<file path="src/rtl/convert_64_8_if.sv">
// Word-in / byte-out handshake bundle for the 64->8 serializer.
// The master drives the word and downstream ready; the slave (the serializer) answers.
interface convert_64_8_if;
    logic [63:0] i_data;
    logic        i_rval;
    logic        o_rrdy;
    logic [7:0]  o_data;
    logic        o_tval;
    logic        i_trdy;

    modport master (
        output i_data, i_rval, i_trdy,
        input  o_rrdy, o_data, o_tval
    );

    modport slave (
        input  i_data, i_rval, i_trdy,
        output o_rrdy, o_data, o_tval
    );
endinterface

</file>
<file path="src/rtl/convert_64_8.sv">
// 64-bit word to 8-bit byte serializer; one word in, eight bytes out, no overlap.
// state | meaning
// IDLE  | ready for a word, no byte valid
// TX    | presenting bytes of the held word, input blocked
module convert_64_8 #(
    parameter int MSB_FIRST = 0
) (
    input  logic           clk,
    input  logic           reset_n,
    convert_64_8_if.slave  bus
);

    typedef enum logic [1:0] {
        IDLE = 2'b00,
        TX   = 2'b01
    } state_t;

    state_t      r_state, w_state_nxt;
    logic [2:0]  r_count, w_count_nxt;
    logic [63:0] r_word,  w_word_nxt;
    logic        r_tval,  w_tval_nxt;
    logic        r_rrdy,  w_rrdy_nxt;
    logic        w_ixfer, w_oxfer;
    logic [2:0]  w_sel;

    assign w_ixfer = bus.i_rval & r_rrdy;
    assign w_oxfer = r_tval & bus.i_trdy;

    always_ff @(posedge clk or negedge reset_n) begin
        if (!reset_n) begin
            r_state <= IDLE;
            r_count <= 3'd0;
            r_word  <= 64'd0;
            r_tval  <= 1'b0;
            r_rrdy  <= 1'b1;
        end else begin
            r_state <= w_state_nxt;
            r_count <= w_count_nxt;
            r_word  <= w_word_nxt;
            r_tval  <= w_tval_nxt;
            r_rrdy  <= w_rrdy_nxt;
        end
    end

    always_comb begin
        w_state_nxt = r_state;
        w_count_nxt = r_count;
        w_word_nxt  = r_word;
        w_tval_nxt  = r_tval;
        w_rrdy_nxt  = r_rrdy;
        case (r_state)
            IDLE: begin
                if (w_ixfer) begin
                    w_word_nxt  = bus.i_data;
                    w_count_nxt = 3'd0;
                    w_tval_nxt  = 1'b1;
                    w_rrdy_nxt  = 1'b0;
                    w_state_nxt = TX;
                end
            end
            TX: begin
                if (w_oxfer) begin
                    if (r_count == 3'd7) begin
                        w_count_nxt = 3'd0;
                        w_tval_nxt  = 1'b0;
                        w_rrdy_nxt  = 1'b1;
                        w_state_nxt = IDLE;
                    end else begin
                        w_count_nxt = r_count + 3'd1;
                    end
                end
            end
            // Unused encodings drop any partial word and reopen the input.
            default: begin
                w_state_nxt = IDLE;
                w_count_nxt = 3'd0;
                w_tval_nxt  = 1'b0;
                w_rrdy_nxt  = 1'b1;
            end
        endcase
    end

    assign w_sel      = (MSB_FIRST != 0) ? (3'd7 - r_count) : r_count;
    assign bus.o_data = r_word[{w_sel, 3'b000} +: 8];
    assign bus.o_tval = r_tval;
    assign bus.o_rrdy = r_rrdy;

endmodule
</file>
<file path="src/flat_wrapper.sv">
// flat-port wrapper written by rule: the top's interface ports become plain ports
module convert_64_8_flat 
#(
    parameter int MSB_FIRST = 0
)
  (clk, reset_n, bus_i_data, bus_i_rval, bus_i_trdy, bus_o_rrdy, bus_o_data, bus_o_tval);
  convert_64_8_if bus_i ();
  input  logic clk;
  input  logic reset_n;
  input wire logic [$bits(bus_i.i_data)-1:0] bus_i_data;
  input wire logic [$bits(bus_i.i_rval)-1:0] bus_i_rval;
  input wire logic [$bits(bus_i.i_trdy)-1:0] bus_i_trdy;
  output wire logic [$bits(bus_i.o_rrdy)-1:0] bus_o_rrdy;
  output wire logic [$bits(bus_i.o_data)-1:0] bus_o_data;
  output wire logic [$bits(bus_i.o_tval)-1:0] bus_o_tval;
  assign bus_i.i_data = bus_i_data;
  assign bus_i.i_rval = bus_i_rval;
  assign bus_i.i_trdy = bus_i_trdy;
  assign bus_o_rrdy = bus_i.o_rrdy;
  assign bus_o_data = bus_i.o_data;
  assign bus_o_tval = bus_i.o_tval;
  convert_64_8 #(.MSB_FIRST(MSB_FIRST)) u_core (.clk(clk), .reset_n(reset_n), .bus(bus_i));
endmodule
</file>
<file path="config.mk">
export PLATFORM = sky130hd
export DESIGN_NAME = convert_64_8_flat
export DESIGN_NICKNAME = d
export VERILOG_FILES = /design/src/rtl/convert_64_8_if.sv /design/src/rtl/convert_64_8.sv /design/src/flat_wrapper.sv
export SDC_FILE = /design/constraint.sdc
export NUM_CORES = 1
export LEC_CHECK = 0
export CORE_UTILIZATION = 49
export DETAILED_ROUTE_END_ITERATION = 12
export PLACE_DENSITY = 0.78
export SLEW_MARGIN = 20
export SYNTH_ARGS = -nofsm -noshare
export SYNTH_HDL_FRONTEND = slang
export SYNTH_SLANG_ARGS = --single-unit
</file>
<file path="constraint.sdc">
create_clock -name clk -period 1.7 [get_ports clk]
set_input_delay 0.17 -clock clk [delete_from_list [all_inputs] [get_ports clk]]
set_output_delay 0.17 -clock clk [all_outputs]
set_load 0.02 [all_outputs]
</file>
; ---- Word-level counts from Yosys, hierarchy flattened
; Index checks and enable logic that the tools add are counted.
[classes]
n_shift = 1
add_sub_neg = 1
mux = 16
n_bitwise = 2
eq_ne = 5
n_reduce_logical = 4
[ops]
columns = op, n
row1 = 64-bit by 7-bit variable part select with 8-bit output, 1
row2 = 3-bit 2-to-1 mux, 3
row3 = 1-bit 2-to-1 mux, 6
row4 = 2-bit 2-to-1 mux, 3
row5 = 2-bit by 1-bit != test with 1-bit output (second input constant), 3
row6 = 3-bit one-hot mux with 2 select lines, 1
row7 = 1-bit one-hot mux with 2 select lines, 2
row8 = 2-bit one-hot mux with 2 select lines, 1
row9 = 2-bit AND reduction, 2
row10 = 3-bit by 1-bit adder with 3-bit output (second input constant), 1
row11 = 3-bit == test (second input constant), 1
row12 = 3-bit AND reduction, 1
row13 = 1-bit AND, 2
row14 = 2-bit by 1-bit == test with 1-bit output (second input constant), 1
row15 = 2-bit logical NOT, 1
[totals]
output_inout_bits = 10
ff_bits = 71
word_cells = 34
in_bits = 68

; ---- Longest topological paths before layout
[depth]
word_depth = 4
ltp_mapped = 4
mapped_depth_nobuf = 4

; ---- Worst setup path after synthesis
; OpenSTA, ideal clock, no wires.
[synth_path]
kind = register to output
from = register u_core.r_count[0]
to = output bus_o_data[0]
n_path_buf = 2
arrival_time_ns = 1.410
stages_incl_launch_ff = 5
required_ns = 1.530
slack_ns = 0.120
path_cell_list = dfrtp_1 > buf_6 > buf_12 > mux4_2 > mux2_4
[synth_via]
elab_chain_len = 1
[synth_rtl]
columns = element, line
row1 = "start, declared", convert_64_8.sv:19  ; logic [2:0] r_count, w_count_nxt;
row2 = "start signal, assigned", convert_64_8.sv:38  ; r_count <= w_count_nxt;
row3 = 64-bit by 7-bit variable part select with 8-bit output, convert_64_8.sv:84  ; assign bus.o_data = r_word[{w_sel, 3'b000} +: 8];
row4 = "end, declared", flat_wrapper.sv:14  ; output wire logic [$bits(bus_i.o_data)-1:0] bus_o_data;
; No other way between the ends.

; ---- Worst setup path in the final report
[layout_path]
from = register u_core.r_count[0]
to = output bus_o_data[1]
; The elaborated chain is that of the path after synthesis.

==> flow_summary.ini <==
[yosys]
syn_inst = 185
synth_fa_ha_area_share_pct = 0.7918
yosys-top-cells-area = dfrtp_1 54%, mux2_2 23%, mux4_1 6.7%
yosys.area.top_type = dfrtp_1
synth.distinct_cells = 23
syn_area_per_cell_um2 = 17.08
synth_compound_area_share_pct = 1.346
synth_simple_gate_area_share_pct = 1.346
synthesis.area_um2 = 3161
ys_warn_count = 0
synth_seq_cells = 69
synth_top_cell_area_share_pct = 53.84
synth_top_family_by_area = multiplexers
yosysSeqAreaShare_pct = 54.67
yosys-mux-area-fraction_pct = 38.95
synth_fp_nets = 255
synthXorXnorAreaFrac_pct = 0

[cts]
cts_tree = built
htreeDepth = 3
root_buffer = clkbuf_8
worstSkewPairLatency_ns = 0.33
cts.sinks = 69
numCtsBuffers = 9
clockBufferDepth = 2
clkTransAtPathRegs_ns = 0.07

[final_layout]
n_antenna_cell = 0
fillCellCount = 441
regArea_um2 = 1729
nets = 345
multi_input_area_um2 = 1311
layout-drive-gt1-share_pct = 46.24
area_growth_pct = 35.00
finalInstanceArea_um2 = 4267
final_util_pct = 70.40
fin_cells = 354

[pwr]
intPower_mw = 5.526
swShare_pct = 29.80
power_density_nw_per_um2 = 1845
pwr-share-seq_pct = 37.7
switching_power_mw = 2.346
comb_power_share_pct = 46.9
total_power_mw = 7.872
clockPowerShare_pct = 15.4
peakVddDrop_mv = 1.280
leakage_nw = 1.839

[die]
dieArea_um2 = 6775
start_util_pct = 52.15
coreArea_um2 = 6061
die_h_um = 82.31
num_io_pins = 78
die_w_um = 82.31
num_rows = 28

[global_route]
antenna_found_initial = 0
grt_pass1_vias = 2117
grt_pass1_wl_um = 10200
grt_max_degree = 50
grt_usage_pct = 21.32
grt_overflow = 0

[drt]
first_pass_iters = 4
num_vias = 1912
routed_wl_um = 6224
wl_per_cell_um = 17.58
drt-initial-drc-count = 81
viasPerCell = 5.401
detail-route-antenna-nets = 0
drc_errors = 0

[worst_setup_path]
critPathLaunchType = flop
cp.arrival_ns = 1.85
slowest_stage = mux4_2
worst-path-max-fanout = 5
crit_required_ns = 1.53
cp_num_buf_inv = 2
cpMostUsedCell = buf_6
crit_chain = buf_6 -> mux4_2 -> mux2_4 -> buf_6
cpPeakStageDelay_ns = 0.51
path_class = flop to output pin
worst_setup_path_end_kind = output pin
cp_top_family = multiplexers

[sta]
tightestPinTransition_ns = 0.6110
fin_skew_ns = 0.004869
grt_setup_unrepaired = yes
max_freq_ghz = 0.4942
fin_crit_sh_pct = 119.0
layout_setup_ws_ns = -0.3236
setup-violations-final = 8
setup_tns_ns = -2.463
slew_violations = 0
relSlewSlack_pct = 59.27
finalHoldViolCount = 0
holdWs_ns = 0.3734
period_needed_ns = 2.024

[place]
dpl-instance-area_um2 = 4076
dp_slack_ns = -0.4317
dp_cells = 337
io_buffer_count = 77
dp_hpwl_um = 4475
place.gp.congestion = 0.7850

[min_path]
hold_path_class = primary input to asynchronous set/reset pin

[status]
outcome = finished with violations
violations = negative setup slack

[run]
max_cap_viol_count = 0
## worst paths after layout
| kind | slack, ns | startpoint | cells past startpoint | to |
|---|---|---|---|---|
| setup reg to reg | 0.17 | u_core.r_count[0]$_DFFE_PN0P_ | 5 | u_core.r_count[2]$_DFFE_PN0P_ |
| max in group asynchronous | 0.76 | reset_n | 3 | u_core.r_count[0]$_DFFE_PN0P_ |
| hold / removal | 0.37 | reset_n | 2 | u_core.r_word[20]$_DFFE_PN0P_ |
| hold reg to reg | 0.50 | u_core.r_word[49]$_DFFE_PN0P_ | 1 | u_core.r_word[49]$_DFFE_PN0P_ |
| min in group clk | 0.41 | bus_i_rval | 2 | u_core.bus.o_rrdy$_DFFE_PN1P_ |
| setup / recovery | -0.32 | u_core.r_count[0]$_DFFE_PN0P_ | 4 | bus_o_data[1] |
## power groups by stage
stage                     Clock, mW  Sequential [mW]  Combinational (mW)
final                          1.21             2.97                3.69
after global routing           1.33             3.06                3.98
after CTS                      1.25             2.95                3.83
after detailed placement          0             2.95                3.58
after global placement            0             2.92                3.49
after floorplan                   0             2.77                2.55
## cell usage after synthesis, drive strengths merged
master / count
mux2: 72
and2: 1
clkbuf: 1
inv: 2
nand2: 1
o22ai: 1
nand3b: 1
ha: 2
buf: 11
a21oi: 1
dfstp: 1
o21ai: 1
and4bb: 1
and3: 2
mux4: 16
dfrtp: 68
a31o: 3
## routing by layer
| layer | routed length, µm | part of all wire [%] | track usage, % | vias to the layer above |
|---|---|---|---|---|
| met1 | 2651 | 43 | 26.13 | 981 |
| met3 | 298 | 4.8 | 4.176 | 12 |
| met5 | 0 | 0 | 0 | - |
| met2 | 3134 | 50 | 35.87 | 54 |
| li1 | - | - | - | 865 |
| met4 | 140 | 2.2 | 10.88 | 0 |
## final cells by class
class                      instances  share of cell area [%]
inverter                           2                  0.1760
tap                               75                   2.199
multi-input combinational        102                   30.73
clock buffer                      14                   4.047
sequential                        69                   40.53
timing repair buffer              91                   22.20
clock inverter                     1                  0.1173
## cells by family after synthesis
| group | after synthesis |
|---|---|
| adder cells (fa/ha/maj) | 2 |
| AND/OR/NAND/NOR | 6 |
| flip-flops | 69 |
| AO/OA/AOI/OAI | 6 |
| buffers and inverters | 14 |
| multiplexers | 88 |
## state kept, by name, indices dropped and copies added, names as in the netlist
signal	count
u_core.r_state	1
u_core.r_word	64
u_core.bus.o_rrdy	1
u_core.r_count	3
## cell usage in the layout, fill, tap and decap left out, types with 2 or more instances in the layout
cell type        count
buf_6               11
mux2_4               8
ha_1                 2
mux4_2              16
dfrtp_1             67
inv_1                2
buf_4                6
clkdlybuf4s50_1     67
mux2_2              64
clkbuf_1             2
clkbuf_8            12
and3_1               2
a31o_2               3
buf_12               4
## what timing repair did
action,in CTS,in global routing
cloned,1,0
buffers inserted,1,0
endpoints found under the setup margin,8,9
hold buffers,1,0
resized for setup,58,4
endpoints found under the hold margin,21,0
Power figures use the tool's default switching activity.
